## config.mk

```make
export PLATFORM = sky130hd
export DESIGN_NAME = dut_fsm_checker_mc
export DESIGN_NICKNAME = d
export VERILOG_FILES = /design/src/rtl/dut_fsm_checker_mc_pkg.sv /design/src/rtl/dut_fsm_chk_ch.sv /design/src/rtl/dut_fsm_checker_mc.sv
export SDC_FILE = /design/constraint.sdc
export NUM_CORES = 1
export LEC_CHECK = 0
export ABC_AREA = 0
export BUFFER_PORTS_ARGS = -buffer_cell sky130_fd_sc_hd__buf_4
export CORE_AREA = 2 2 92 94
export CTS_CLUSTER_SIZE = 20
export DETAILED_ROUTE_END_ITERATION = 10
export DIE_AREA = 0 0 94 96
export GPL_ROUTABILITY_DRIVEN = 0
export PLACE_DENSITY = 0.84
export SETUP_SLACK_MARGIN = 0.4
export SLEW_MARGIN = 0
export SYNTH_ARGS = -nofsm -noshare
export SYNTH_HDL_FRONTEND = slang
export SYNTH_HIERARCHICAL = 1
export SYNTH_SLANG_ARGS = --single-unit
```

## constraint.sdc

```tcl
create_clock -name clk_i -period 1.8 [get_ports clk_i]
set_input_delay 0.09 -clock clk_i [delete_from_list [all_inputs] [get_ports clk_i]]
set_output_delay 0.09 -clock clk_i [all_outputs]
set_load 0.005 [all_outputs]
```

## src/rtl/dut_fsm_checker_mc_pkg.sv

```systemverilog
// Shared definitions for the multi-channel DUT FSM output checker.
// Provides the illegal-code constant, a clog2 helper and the channel-slice offset helper.
package dut_fsm_checker_mc_pkg;

  // Ceiling log2 for sizing counters; returns 0 for v <= 1.
  function automatic int unsigned clog2_f(input int unsigned v);
    int unsigned r;
    r = 0;
    while ((32'd1 << r) < v) r++;
    return r;
  endfunction

  // All-ones code of width w: the illegal FSM encoding.
  function automatic int unsigned illegal_code(input int unsigned w);
    return (w >= 32) ? 32'hFFFF_FFFF : ((32'd1 << w) - 32'd1);
  endfunction

  // LSB position of channel c on a flat bus of w-bit channels.
  function automatic int unsigned ch_lsb(input int unsigned c, input int unsigned w);
    return c * w;
  endfunction

endpackage

```

## src/rtl/dut_fsm_chk_ch.sv

```systemverilog
// Single-channel checker: code markers, illegal-code compare, sticky flag and
// saturating error-event counter.
// Ports:
//   clk_i, rst_n_i     clock, async active-low reset
//   en_i, clr_i        checking enable, synchronous clear (clr_i wins)
//   win_end_i          last enabled cycle of the observation window
//   data_i             this channel's DUT output bus
//   err_data_o         pulse: an expected code was missing in the closed window
//   err_state_o        pulse: illegal code seen
//   err_sticky_o       sticky OR of all error events
//   err_cnt_o          saturating error-event count
module dut_fsm_chk_ch
  import dut_fsm_checker_mc_pkg::*;
#(
  parameter int unsigned IO_SIZE_G = 4,
  parameter int unsigned N_CODES   = 3,
  parameter int unsigned CNT_W     = 16
) (
  input  logic                 clk_i,
  input  logic                 rst_n_i,
  input  logic                 en_i,
  input  logic                 clr_i,
  input  logic                 win_end_i,
  input  logic [IO_SIZE_G-1:0] data_i,
  output logic                 err_data_o,
  output logic                 err_state_o,
  output logic                 err_sticky_o,
  output logic [CNT_W-1:0]     err_cnt_o
);

  localparam logic [IO_SIZE_G-1:0] Illegal = IO_SIZE_G'(illegal_code(IO_SIZE_G));

  logic [N_CODES-1:0] marker_q, marker_d;
  logic               err_data_q, err_data_d;
  logic               err_state_q, err_state_d;
  logic               sticky_q, sticky_d;
  logic [CNT_W-1:0]   cnt_q, cnt_d;
  logic               active;
  logic               evt;

  always_comb begin
    active   = en_i & ~clr_i;
    marker_d = marker_q;
    if (clr_i) begin
      marker_d = '0;
    end else if (active) begin
      if (win_end_i) begin
        // The window-close sample is deliberately not recorded.
        marker_d = '0;
      end else begin
        for (int k = 0; k < int'(N_CODES); k++) begin
          if (data_i == IO_SIZE_G'(k + 1)) marker_d[k] = 1'b1;
        end
      end
    end

    err_data_d  = active & win_end_i & ~(&marker_q);
    err_state_d = active & (data_i == Illegal);
    // Simultaneous data and state errors form a single event.
    evt         = err_data_d | err_state_d;

    sticky_d = clr_i ? 1'b0 : (sticky_q | evt);

    cnt_d = cnt_q;
    if (clr_i) begin
      cnt_d = '0;
    end else if (evt && (cnt_q != {CNT_W{1'b1}})) begin
      cnt_d = cnt_q + CNT_W'(1);
    end
  end

  always_ff @(posedge clk_i or negedge rst_n_i) begin
    if (!rst_n_i) begin
      marker_q    <= '0;
      err_data_q  <= 1'b0;
      err_state_q <= 1'b0;
      sticky_q    <= 1'b0;
      cnt_q       <= '0;
    end else begin
      marker_q    <= marker_d;
      err_data_q  <= err_data_d;
      err_state_q <= err_state_d;
      sticky_q    <= sticky_d;
      cnt_q       <= cnt_d;
    end
  end

  assign err_data_o   = err_data_q;
  assign err_state_o  = err_state_q;
  assign err_sticky_o = sticky_q;
  assign err_cnt_o    = cnt_q;

endmodule

```

## src/rtl/dut_fsm_checker_mc.sv

```systemverilog
// Multi-channel checker for DUT state-machine outputs (SEU/TMR setups).
// Holds the shared window counter and the inter-channel vote comparator;
// per-channel checks live in dut_fsm_chk_ch.
// Ports:
//   clk_i, rst_n_i     clock, async active-low reset
//   en_i, clr_i        checking enable, synchronous clear (clr_i wins)
//   data_i             N_CH packed channel buses, channel c at [c*IO_SIZE_G +: IO_SIZE_G]
//   err_data_o         per-channel missing-code pulse after each window
//   err_state_o        per-channel illegal-code pulse
//   err_vote_o         channels disagreed in the previous enabled cycle
//   err_sticky_o       per-channel sticky error flags
//   err_cnt_o          per-channel saturating error counters, CNT_W each
module dut_fsm_checker_mc
  import dut_fsm_checker_mc_pkg::*;
#(
  parameter int unsigned N_CH      = 3,
  parameter int unsigned IO_SIZE_G = 4,
  parameter int unsigned N_CODES   = 3,
  parameter int unsigned WIN_W     = 4,
  parameter int unsigned CNT_W     = 16
) (
  input  logic                      clk_i,
  input  logic                      rst_n_i,
  input  logic                      en_i,
  input  logic                      clr_i,
  input  logic [N_CH*IO_SIZE_G-1:0] data_i,
  output logic [N_CH-1:0]           err_data_o,
  output logic [N_CH-1:0]           err_state_o,
  output logic                      err_vote_o,
  output logic [N_CH-1:0]           err_sticky_o,
  output logic [N_CH*CNT_W-1:0]     err_cnt_o
);

  logic [WIN_W-1:0] win_cnt_q, win_cnt_d;
  logic             win_end;
  logic             vote_q, vote_d;

  always_comb begin
    win_end   = (win_cnt_q == {WIN_W{1'b1}});
    win_cnt_d = win_cnt_q;
    if (clr_i) begin
      win_cnt_d = '0;
    end else if (en_i) begin
      // Natural wrap to 0 right after win_end.
      win_cnt_d = win_cnt_q + WIN_W'(1);
    end

    vote_d = 1'b0;
    if (en_i && !clr_i) begin
      for (int c = 1; c < int'(N_CH); c++) begin
        if (data_i[c*IO_SIZE_G +: IO_SIZE_G] != data_i[0 +: IO_SIZE_G]) vote_d = 1'b1;
      end
    end
  end

  always_ff @(posedge clk_i or negedge rst_n_i) begin
    if (!rst_n_i) begin
      win_cnt_q <= '0;
      vote_q    <= 1'b0;
    end else begin
      win_cnt_q <= win_cnt_d;
      vote_q    <= vote_d;
    end
  end

  assign err_vote_o = vote_q;

  for (genvar c = 0; c < int'(N_CH); c++) begin : g_ch
    dut_fsm_chk_ch #(
      .IO_SIZE_G (IO_SIZE_G),
      .N_CODES   (N_CODES),
      .CNT_W     (CNT_W)
    ) u_ch (
      .clk_i        (clk_i),
      .rst_n_i      (rst_n_i),
      .en_i         (en_i),
      .clr_i        (clr_i),
      .win_end_i    (win_end),
      .data_i       (data_i[ch_lsb(c, IO_SIZE_G) +: IO_SIZE_G]),
      .err_data_o   (err_data_o[c]),
      .err_state_o  (err_state_o[c]),
      .err_sticky_o (err_sticky_o[c]),
      .err_cnt_o    (err_cnt_o[c*CNT_W +: CNT_W])
    );
  end

endmodule

```

# [Yosys cells after proc, flatten, opt, wreduce, memory -nomap -nowiden]
# Cells that the tools add are included.
[classes] muxes=32 bitwise=18 n_eq_ne=18 addsub=4 n_reduce_logical=31
[op_table] op="16-bit 2-to-1 mux" n=6
[op_table] op="16-bit by 1-bit adder with 16-bit output (second input constant)" n=3
[op_table] op="16-bit inequality test (second input constant)" n=3
[op_table] op="3-bit 2-to-1 mux" n=9
[op_table] op="3-bit nonzero test" n=9
[op_table] op="4-bit by 2-bit == test with 1-bit output (second input constant)" n=6
[op_table] op="2-bit AND reduction" n=9
[op_table] op="4-bit == test (second input constant)" n=4
[op_table] op="1-bit 2-to-1 mux" n=15
[op_table] op="4-bit by 1-bit == test with 1-bit output (second input constant)" n=3
[op_table] op="2-bit nonzero test" n=5
[op_table] op="3-bit AND reduction" n=3
[op_table] op="1-bit AND" n=8
[op_table] op="4-bit 2-to-1 mux" n=2
[op_table] op="4-bit inequality test" n=2
[op_table] op="1-bit bitwise OR" n=6
[op_table] op="4-bit by 1-bit adder with 4-bit output (second input constant)" n=1
[op_table] op="1-bit logical AND" n=4
[op_table] op="1-bit NOT" n=4
[op_table] op="1-bit zero test" n=1
[totals] wordCells=126 register_bits=71

# [Longest topological paths before layout]
# Gate-level depths: netlist (run 1).
[depth] word_depth=8 depth_mapped=8

# [Modules after synthesis]
# The synthesis (run 1) kept the hierarchy.
[modules_own_cells] module="dut_fsm_chk_ch" area_each_um2=1226.2 n_inst=3 cells_each=127
[modules_own_cells] module="dut_fsm_checker_mc" area_each_um2=276.5 n_inst=1 cells_each=29

# [Worst setup path before layout (run 1)]
# OpenSTA, ideal clock, no wires.
[synth_path] kind="flip-flop to flip-flop" from="register win_cnt_q[0]" to="register g_ch[0].u_ch.cnt_q[11]" setup_ps=125 stages_incl_launch_ff=8 arrival_time_ps=1835 required_time_ps=1675 path_slack_ps=-159 path_cell_list="dfrtp_1 > ha_1 > and3_1 > nand3b_1 > o22a_1 > buf_6 > nor4_1 > mux2_2"
[synth_between] elab_chain_len=6
[synth_rtl] item="start, declared" line="dut_fsm_checker_mc.sv:34" text="logic [WIN_W-1:0] win_cnt_q, win_cnt_d;"
[synth_rtl] item="start signal, assigned" line="dut_fsm_checker_mc.sv:61" text="win_cnt_q <= win_cnt_d;"
[synth_rtl] item="4-bit == test" line="dut_fsm_checker_mc.sv:39" text="win_end = (win_cnt_q == {WIN_W{1'b1}});"
[synth_rtl] item="named net win_end" line="dut_fsm_checker_mc.sv:35" text="logic win_end;"
[synth_rtl] item="1-bit AND (2 in a row)" line="dut_fsm_chk_ch.sv:57" text="err_data_d = active & win_end_i & ~(&marker_q);"
[synth_rtl] item="1-bit bitwise OR" line="dut_fsm_chk_ch.sv:60" text="evt = err_data_d | err_state_d;"
[synth_rtl] item="1-bit logical AND" line="dut_fsm_chk_ch.sv:67" text="end else if (evt && (cnt_q != {CNT_W{1'b1}})) begin"
[synth_rtl] item="2-bit nonzero test (no source line)"
[synth_rtl] item="end signal, assigned" line="dut_fsm_chk_ch.sv:84" text="cnt_q <= cnt_d;"
[synth_rtl] item="end, declared" line="dut_fsm_chk_ch.sv:37" text="logic [CNT_W-1:0] cnt_q, cnt_d;"
# The timed path passes the listed nets, and every way through them passes these cells.
# A chain may end at the register's enable or synchronous reset.

# [Final worst setup path (run 1)]
[layout_path] from="register win_cnt_q[0]" to="register g_ch[1].u_ch.cnt_q[4]"
[layout_between] elab_chain_len=6
[layout_rtl] item="4-bit == test" line="dut_fsm_checker_mc.sv:39"
[layout_rtl] item="named net win_end" line="dut_fsm_checker_mc.sv:35"
[layout_rtl] item="1-bit AND (2 in a row)" line="dut_fsm_chk_ch.sv:57"
[layout_rtl] item="1-bit bitwise OR" line="dut_fsm_chk_ch.sv:60"
[layout_rtl] item="1-bit logical AND" line="dut_fsm_chk_ch.sv:67"
[layout_rtl] item="2-bit nonzero test (no source line)"
[layout_rtl] item="end signal, assigned" line="dut_fsm_chk_ch.sv:84"
[layout_rtl] item="end, declared" line="dut_fsm_chk_ch.sv:37"
# The timed path passes the listed nets, and every way through them passes these cells.

==> results.ini, run 1 <==
[power_and_ir_drop]
power.density_nw_per_um2 = 482
totalPowerFinal_w = 0.00306
ir_worst_vdd_mv = 0.363
p_leak_nw = 2.87

[setup_path]
worstPathMaxFanout = 7
crit_path_top_delay_cell = or4_4
critPathCaptureType = register
crit_path_start_kind = register
cp.required_ns = 2.11
crit_chain = ha_2 > and3_4 > nand3b_1 > o22a_4 > buf_6 > or4_4 > nand2_2
critical_path.top_delay_family = simple AND/OR/NAND/NOR gates
reg2reg_from = win_cnt_q[0]$_DFFE_PN0P_
timing.critical_path.from = win_cnt_q[0]$_DFFE_PN0P_
cpPeakStageDelay_ns = 0.53
timing.critical_path.buf_inv = 1
worstPathArrival_ns = 2.39
critPathKind = reg2reg

[logic_synthesis]
synthesis.area_sq_um = 3960
yosysUniqueCellTypes = 40
ys_seq_area_frac = 0.449
ys.warnings.count = 6
synth_seq_cells = 71
yosys.area.top_type = dfrtp_1
synth_cells = 410
ys_top_cells_by_area = dfrtp_1 (45%), mux2_2 (5.1%), nand3_1 (4.3%)
synth_top_area_share = 0.449
syn_avg_cell_area_sq_um = 9.65
synth_fp_nets = 430

[drt]
post-route-drc-count = 0
wirelength_microns = 15800
firstDrtPassIters = 5
vias = 4710
ant_nets = 0
drtIter0Drc = 603
drt-wirelength-per-cell_microns = 22.2
avgViaCountPerCell = 6.62

[die]
core.rowCount = 33
core_sq_um = 8050
die_w_microns = 94
die_h_microns = 96
start_util = 0.491
io_pins = 74
dieArea_sq_um = 9020

[global_route]
grt_overflow = 0
met3_usage = 0.0619
use_met1 = 0.375
grt_usage = 0.305
grt_busiest_layer = met2
grt_max_degree = 41
grt_pass1_wl_microns = 21500
use_met2 = 0.511
antenna_found_initial = 0
first_global_vias = 4291

[cts]
cts_buffers = 9
cts_tree = built
cts_num_sinks = 71
clkLatencyLatePin_ns = 0.36
clk_pin_slew_ns = 0.09
htree_levels = 3
cts_buffer_depth = 2
cts-root-buf = clkbuf_8

[cells_and_area]
area_growth_syn_to_layout_pct = 60.7
drive_gt1_frac = 0.513
diodes = 0
utilization = 0.789
fillCellCount = 427
num-nets-final = 621
mostFrequentLayoutCell = buf_4
layout_common_cells = buf_4 (167), dfrtp_1 (71), nor2_1 (41)

[sta]
min_period_over_period = 1.16
setup_viol = 48
fin_crit_ns = 2.08
max_freq_ghz = 0.481
worst_slack_ns = -0.281
final-hold-violation-count = 0
rsz0062_at_grt = yes
worst_slew_pin_slew_ns = 0.473
finalMaxSlewViolations = 0
fin_skew_ns = 0.0109
relSlewSlack = 0.684

[outcome]
outcome = finished, violations left
violations = negative setup slack

[worst_hold_path]
worstHoldStart = data_i[4]
min_path_type = in2reg

[flow_run]
drv_cap = 0

[placement]
portBuffers = 73
dp_hpwl_microns = 8130

[state kept, by name (all words and copies together) (netlist names)]
register and cells:
g_ch.u_ch/err_sticky_o 3, g_ch.u_ch/err_state_o 3, g_ch.u_ch/err_data_o 3, win_cnt_q 4, err_vote_o 1, g_ch.u_ch/err_cnt_o 48
g_ch.u_ch/marker_q 9
[repair_timing]
item                                    4_1_cts  5_1_grt
pin swaps                                    41       25
endpoints found under the hold margin        31        0
hold buffers                                  1        0
cloned                                        2        0
gates resized for setup                      72       57
endpoints found under the setup margin       51       52
buffers inserted                             18       17
[final cells by class]
cell class	count	area [sq um]	share of cell area
sequential	71	1780	0.280
timing repair buffer	193	1570	0.246
clock inverter	7	47.5	0.00748
multi-input combinational	317	2680	0.421
clock buffer	9	124	0.0195
tap	105	131	0.0207
inverter	9	33.8	0.00531
[worst paths after layout]
check / depth (start not counted) / end / slack [ns]
min: 3 / g_ch[1].u_ch/marker_q[0]$_DFFE_PN0P_ / 0.05
min in group asynchronous: 2 / g_ch[1].u_ch/err_cnt_o[12]$_DFFE_PN0P_ / 0.21
min reg2reg: 1 / g_ch[2].u_ch/err_sticky_o$_DFF_PN0_ / 0.50
max reg2reg: 7 / g_ch[1].u_ch/err_cnt_o[4]$_DFFE_PN0P_ / -0.28
max: 7 / g_ch[1].u_ch/err_cnt_o[4]$_DFFE_PN0P_ / -0.28
max in group asynchronous: 3 / g_ch[2].u_ch/err_cnt_o[12]$_DFFE_PN0P_ / 1.02
[through the flow]
stage / hold WS [ns] / worst slack, ns / TNS [ns] / cells / area [sq um]
floorplan: -0.206 / -0.108 / -1.97 / 410 / 4060
global placement: 0.0473 / -0.191 / -3.88 / 657 / 5300
detailed placement: 0.0536 / -0.316 / -7.85 / 657 / 5300
CTS: 0.0326 / -0.199 / -4.18 / 694 / 5970
global route: 0.0513 / -0.318 / -10.32 / 711 / 6360
finish: 0.0495 / -0.281 / -7.94 / 711 / 6360
[kinds of logic (layout without fill, tap and decap cells)]
family,after synthesis,after routing,synth area share
AOI/OAI and AO/OA,78,80,0.136
DFF,71,71,0.449
adders and majority gates,4,4,0.0127
and+or+nand+nor,208,208,0.305
buffers and inverters,24,218,0.0294
xor gates and xnor gates,3,3,0.00664
muxes,22,22,0.0614
[worst register-to-register path, stage by stage (launching register included)]
cell and delay [ns]:
dfrtp_1 0.37, ha_2 0.20, and3_4 0.22, nand3b_1 0.18
o22a_4 0.31, buf_6 0.15, or4_4 0.53, nand2_2 0.07
[synthesized netlist by cell type (all sizes together)]
master and instances:
nor2 43, ha 4, o21ai 9, nand2b 4, o22ai 3, and4 3, mux2 18, nand3b 3
xor2 2, nand4 19, clkbuf 9, or4 15, mux2i 4, o311ai 9, o21bai 3, o311a 3
o211ai 3, nor3 3, nor2b 18, inv 9, o31ai 9, buf 6, dfrtp 71, xnor2 1
o41ai 6, nor4 15, a31oi 9, nand2 22, nand4b 3, a21oi 16, a22oi 2, or3 10
o21a 3, and3 16, nand3 34, o22a 3
[routing by layer]
metal / vias to the layer above / share of wire
li1: 1977 / -
met1: 2250 / 0.37
met2: 385 / 0.48
met3: 98 / 0.094
met4: 0 / 0.060
met5: - / 0
[power by group]
group	total [W]	switching [W]	internal (W)
Sequential	0.00162	0.00000842	0.00161
Clock	0.00118	0.000680	0.000499
Combinational	0.000268	0.000176	0.0000920
Note: power is estimated with default switching activity, not from simulation.
==> run 2: changes to the inputs <==
SETUP_SLACK_MARGIN = unset   (was 0.4)
==> results.ini, run 2 (synthesis results as in run 1) <==
[cells_and_area]
area_growth_syn_to_layout_pct = 59.4
drive_gt1_frac = 0.496  ; -0.0174
design_area_sq_um = 6300  ; -0.81%
diodes = 0  ; unchanged
fin_cells = 700  ; -1.5%
layout_common_cells = buf_4 (164), dfrtp_1 (70), nor2_1 (43)
largest_reg_flops = 48  ; unchanged
mostFrequentLayoutCell = buf_4
num-nets-final = 610  ; -1.8%

[die]
dieArea_sq_um = 9020  ; unchanged
die_w_microns = 94  ; unchanged
die_h_microns = 96  ; unchanged
core_sq_um = 8050  ; unchanged
io_pins = 74  ; unchanged
core.rowCount = 33  ; unchanged
start_util = 0.491  ; unchanged

[drt]
vias = 4555  ; -3.3%
wirelength_microns = 14500  ; -8.1%
avgViaCountPerCell = 6.51  ; -1.8%
post-route-drc-count = 0  ; unchanged
drtIter0Drc = 298  ; -51%
firstDrtPassIters = 5  ; unchanged
ant_nets = 0  ; unchanged
drt-wirelength-per-cell_microns = 20.7  ; -6.7%

[setup_path]
crit_path_start_kind = register
crit_path_end = g_ch[2].u_ch/err_cnt_o[13]$_DFFE_PN0P_
reg2reg_from = win_cnt_q[1]$_DFFE_PN0P_
reg2reg_depth = 7  ; unchanged
critPathKind = reg2reg
cpPeakStageDelay_ns = 0.39  ; -0.14 ns
timing.critical_path.from = win_cnt_q[1]$_DFFE_PN0P_
crit_chain = ha_2 > and3_4 > nand3b_1 > o22a_2 > buf_12 > or3_4 > mux2_2
worstPathArrival_ns = 2.27  ; -0.12 ns
worstPathMaxFanout = 10  ; +3
critPathCaptureType = register
r2r_slack_ns = -0.24  ; +0.04 ns
cp.required_ns = 2.03  ; -0.08 ns
worst_r2r_endpoint = g_ch[2].u_ch/err_cnt_o[13]$_DFFE_PN0P_
crit_path_top_delay_cell = or3_4

[global_route]
grt_overflow = 0  ; unchanged
grt_usage = 0.274  ; -0.0312
grt_max_degree = 42  ; +2.4%
antenna_found_initial = 0  ; unchanged
first_global_vias = 4089  ; -4.7%
grt_pass1_wl_microns = 19500  ; -9.1%

[power_and_ir_drop]
p_int_w = 0.00235  ; +7.1%
clkPwrFrac = 0.403  ; +0.018
combPwrFrac = 0.082  ; -0.006
switching_share = 0.249  ; -0.0335
seq_power_share = 0.515  ; -0.012
p_leak_nw = 2.87  ; +0.21%
totalPowerFinal_w = 0.00313  ; +2.3%
switchingPower_w = 0.000780  ; -9.8%
power.density_nw_per_um2 = 497  ; +3.1%
ir_worst_vdd_mv = 0.400  ; +10%

[sta]
fin_crit_ns = 2.04  ; -0.0401 ns
min_period_over_period = 1.13  ; -0.0223
final-hold-violation-count = 0  ; unchanged
relSlewSlack = 0.624  ; -0.0598
setup_viol = 41  ; -15%
worst_slew_pin_slew_ns = 0.564  ; +0.0902 ns
worst_slack_ns = -0.240  ; +0.0401 ns
fin_skew_ns = 0.0121  ; +0.00123 ns
rsz0062_at_grt = yes
finalMaxSlewViolations = 0  ; unchanged
max_freq_ghz = 0.490  ; +2.0%
whs_ns = 0.0503  ; +0.000884 ns

[placement]
dp_hpwl_microns = 8020  ; -1.3%
post_dp_cell_area_sq_um = 5280  ; -0.38%
portBuffers = 73  ; unchanged
dp_cells = 652  ; -0.76%
pre_cts_ws_ns = -0.183  ; +0.133 ns

[cts]
cts_buffers = 9  ; unchanged
clk_pin_slew_ns = 0.08  ; about the same
cts_tree = built
cts_buffer_depth = 2  ; unchanged
cts_num_sinks = 71  ; unchanged
htree_levels = 3  ; unchanged
clkLatencyLatePin_ns = 0.35  ; about the same
cts-root-buf = clkbuf_8

[flow_run]
drv_cap = 0  ; unchanged

[outcome]
outcome = finished, violations left
violations = negative setup slack

[worst_hold_path]
min_path_type = in2reg

-- run 2: repair_timing --
item / in CTS / in global routing
buffers inserted: 14 / 15
endpoints found under the setup margin: 39 / 47
gates resized for setup: 43 / 67
pin swaps: 14 / 33
hold endpoints to repair: 39 / 0
hold buffers: 1 / 0
gates cloned: 1 / 2
-- run 2: metal layers --
| layer | share of wire | global-route usage | vias to the layer above |
|---|---|---|---|
| met2 | 0.50 | 0.460 | 304 |
| li1 | - | - | 1933 |
| met4 | 0.036 | 0.117 | 0 |
| met3 | 0.075 | 0.0462 | 56 |
| met1 | 0.39 | 0.352 | 2262 |
| met5 | 0 | 0 | - |
-- run 2: power by group through the flow --
stage	clock [W]	combinational [W]	sequential (W)
after floorplan	0	0.0000796	0.00165
after global placement	0	0.000203	0.00164
after detailed placement	0	0.000213	0.00165
after CTS	0.00125	0.000226	0.00161
after global routing	0.00134	0.000275	0.00162
final	0.00126	0.000256	0.00161
-- run 2: worst min-delay path by stage --
stage / slack [ns] / cells after the start / start / endpoint
after global placement: 0.1 / 1 / rst_n_i / g_ch[1].u_ch/err_cnt_o[8]$_DFFE_PN0P_
final: 0.05 / 3 / data_i[0] / g_ch[0].u_ch/marker_q[2]$_DFFE_PN0P_
after detailed placement: 0.11 / 1 / rst_n_i / g_ch[1].u_ch/err_cnt_o[8]$_DFFE_PN0P_
after floorplan: -0.21 / 0 / rst_n_i / err_vote_o$_DFF_PN0_
after CTS: 0.04 / 3 / data_i[0] / g_ch[0].u_ch/marker_q[2]$_DFFE_PN0P_
after global routing: 0.05 / 3 / data_i[0] / g_ch[0].u_ch/marker_q[0]$_DFFE_PN0P_
-- run 2: through the flow --
| step | TNS [ns] | util |
|---|---|---|
| final | -5.45 | 0.783 |
| after global routing | -7.82 | 0.783 |
| after CTS | -3.43 | 0.721 |
| after detailed placement | -3.75 | 0.655 |
| after global placement | -2.21 | 0.655 |
| after floorplan | -2.04 | - |
-- run 2: worst max-delay path: cells and delay by family (launching register included) --
family / cells / cell delay (ns)
flip-flops: 1 / 0.36
AND/OR/NAND/NOR: 3 / 0.70
buffers and inverters: 1 / 0.15
multiplexers: 1 / 0.28
adder cells (fa/ha/maj): 1 / 0.18
AO/OA/AOI/OAI: 1 / 0.26
-- run 2: cell type report --
type	instances	area (sq um)
tap	105	131
sequential	71	1780
multi-input combinational	315	2640
clock inverter	2	12.5
timing repair buffer	184	1530
fill	419	1750
inverter	9	33.8
clock buffer	14	183
==> run 3: changes to the inputs <==
ABC_CLOCK_PERIOD_IN_PS = 1680   (was unset)
RECOVER_POWER = 50   (was unset)
clock period = 1.68 ns   (was 1.8 ns; I/O delays follow)
==> results.ini, run 3 (synthesis results as in run 1) <==
[power_and_ir_drop]
p_leak_nw = 3.01  ; +4.9%
power.density_nw_per_um2 = 518  ; +4.3%
ir_worst_vdd_mv = 0.353  ; -12%
totalPowerFinal_w = 0.00337  ; +7.5%

[flow_run]
drv_cap = 0  ; unchanged

[placement]
dp_cells = 687  ; +5.4%
dp_hpwl_microns = 8470  ; +5.6%
portBuffers = 73  ; unchanged
pre_cts_ws_ns = -0.423  ; -0.240 ns
post_dp_cell_area_sq_um = 5560  ; +5.4%

[die]
dieArea_sq_um = 9020  ; unchanged
die_w_microns = 94  ; unchanged
core_sq_um = 8050  ; unchanged
core.rowCount = 33  ; unchanged
start_util = 0.491  ; unchanged
io_pins = 74  ; unchanged
die_h_microns = 96  ; unchanged

[cells_and_area]
layout_common_cells = buf_4 (190), dfrtp_1 (71), nor2_1 (43)
num-nets-final = 640  ; +4.9%
area_growth_syn_to_layout_pct = 64.3
design_area_sq_um = 6500  ; +3.1%
largest_reg_flops = 48  ; unchanged
diodes = 0  ; unchanged
drive_gt1_frac = 0.510  ; +0.0138
mostFrequentLayoutCell = buf_4
fin_cells = 729  ; +4.1%

[global_route]
grt_usage = 0.302  ; +0.0280
antenna_found_initial = 0  ; unchanged
grt_max_degree = 47  ; +12%
first_global_vias = 4538  ; +11%
grt_pass1_wl_microns = 21400  ; +9.6%
grt_overflow = 0  ; unchanged

[sta]
fin_crit_ns = 2.16  ; +0.123 ns
rsz0062_at_grt = yes
finalMaxSlewViolations = 0  ; unchanged
min_period_over_period = 1.29  ; +0.154
max_freq_ghz = 0.462  ; -5.7%
relSlewSlack = 0.701  ; +0.0762
tns_ns = -16.22  ; -10.77 ns
worst_slack_ns = -0.484  ; -0.243 ns
worst_slew_pin_slew_ns = 0.445  ; -0.118 ns
final-hold-violation-count = 0  ; unchanged
fin_skew_ns = 0.0155  ; +0.00338 ns
setup_viol = 48  ; +17%

[setup_path]
worstPathArrival_ns = 2.45  ; +0.18 ns
critPathCaptureType = register
cp.required_ns = 1.97  ; -0.06 ns
crit_path_start_kind = register
worstPathMaxFanout = 6  ; -4
critPathKind = reg2reg

[cts]
cts_buffers = 9  ; unchanged
clkLatencyLatePin_ns = 0.36  ; about the same
cts_buffer_depth = 2  ; unchanged
clk_pin_slew_ns = 0.08  ; about the same
cts-root-buf = clkbuf_8
cts_tree = built
cts_num_sinks = 71  ; unchanged
htree_levels = 3  ; unchanged

[drt]
wirelength_microns = 17100  ; +18%
drt-wirelength-per-cell_microns = 23.4  ; +13%
ant_nets = 0  ; unchanged
firstDrtPassIters = 5  ; unchanged
vias = 4896  ; +7.5%
avgViaCountPerCell = 6.72  ; +3.2%
post-route-drc-count = 0  ; unchanged
drtIter0Drc = 487  ; +63%

[outcome]
violations = negative setup slack
outcome = finished, violations left

[worst_hold_path]
min_path_type = in2reg

## run 3: worst max-delay path, stage by stage (launching register included)
cell and delay (ns):
dfrtp_1 0.39, ha_2 0.19, and3_4 0.20, nand3b_1 0.22, o22a_4 0.35, buf_6 0.15, or4_4 0.51, nand2_2 0.07
## run 3: final cells by class
| cell class | instances | area, sq um |
|---|---|---|
| inverter | 9 | 33.8 |
| timing repair buffer | 213 | 1760 |
| fill | 423 | 1550 |
| clock buffer | 15 | 176 |
| tap | 105 | 131 |
| sequential | 71 | 1780 |
| multi-input combinational | 316 | 2620 |
## run 3: stage by stage
step | utilization | hold WS [ns]
CTS | 0.760 | 0.0326
global placement | 0.690 | 0.00961
global route | 0.807 | 0.0375
floorplan | - | -0.212
detailed placement | 0.690 | 0.0163
finish | 0.807 | 0.0415
## run 3: worst paths after layout
path	from	to	slack, ns	cells past startpoint
min	en_i	err_vote_o$_DFF_PN0_	0.04	3
min in group asynchronous	rst_n_i	g_ch[1].u_ch/err_cnt_o[4]$_DFFE_PN0P_	0.18	2
max	win_cnt_q[1]$_DFFE_PN0P_	g_ch[2].u_ch/err_cnt_o[4]$_DFFE_PN0P_	-0.48	7
min reg2reg	g_ch[2].u_ch/err_sticky_o$_DFF_PN0_	g_ch[2].u_ch/err_sticky_o$_DFF_PN0_	0.50	1
max reg2reg	win_cnt_q[1]$_DFFE_PN0P_	g_ch[2].u_ch/err_cnt_o[4]$_DFFE_PN0P_	-0.48	7
max in group asynchronous	rst_n_i	g_ch[0].u_ch/err_cnt_o[6]$_DFFE_PN0P_	0.92	3
## run 3: routing by layer
metal / up-vias / part of all wire / GRT usage / wire length [microns]
li1: 2005 / - / - / -
met1: 2378 / 0.37 / 0.371 / 6230
met2: 400 / 0.48 / 0.512 / 8240
met3: 113 / 0.091 / 0.0486 / 1560
met4: 0 / 0.060 / 0.163 / 1030
met5: - / 0 / 0 / 0
## run 3: power breakdown
group	switching, W	internal [W]	leakage, nW
clock	0.000685	0.000654	0.0898
sequential	0.00000957	0.00172	0.988
combinational	0.000188	0.000108	1.94
## run 3: repair_timing
action                                 CTS  global route
gates resized for setup                 64            47
endpoints found under the hold margin   26             0
gates cloned                             1             2
hold buffers                             1             0
setup endpoints to repair               48            48
buffers inserted                        11            14
pin swaps                               25            32
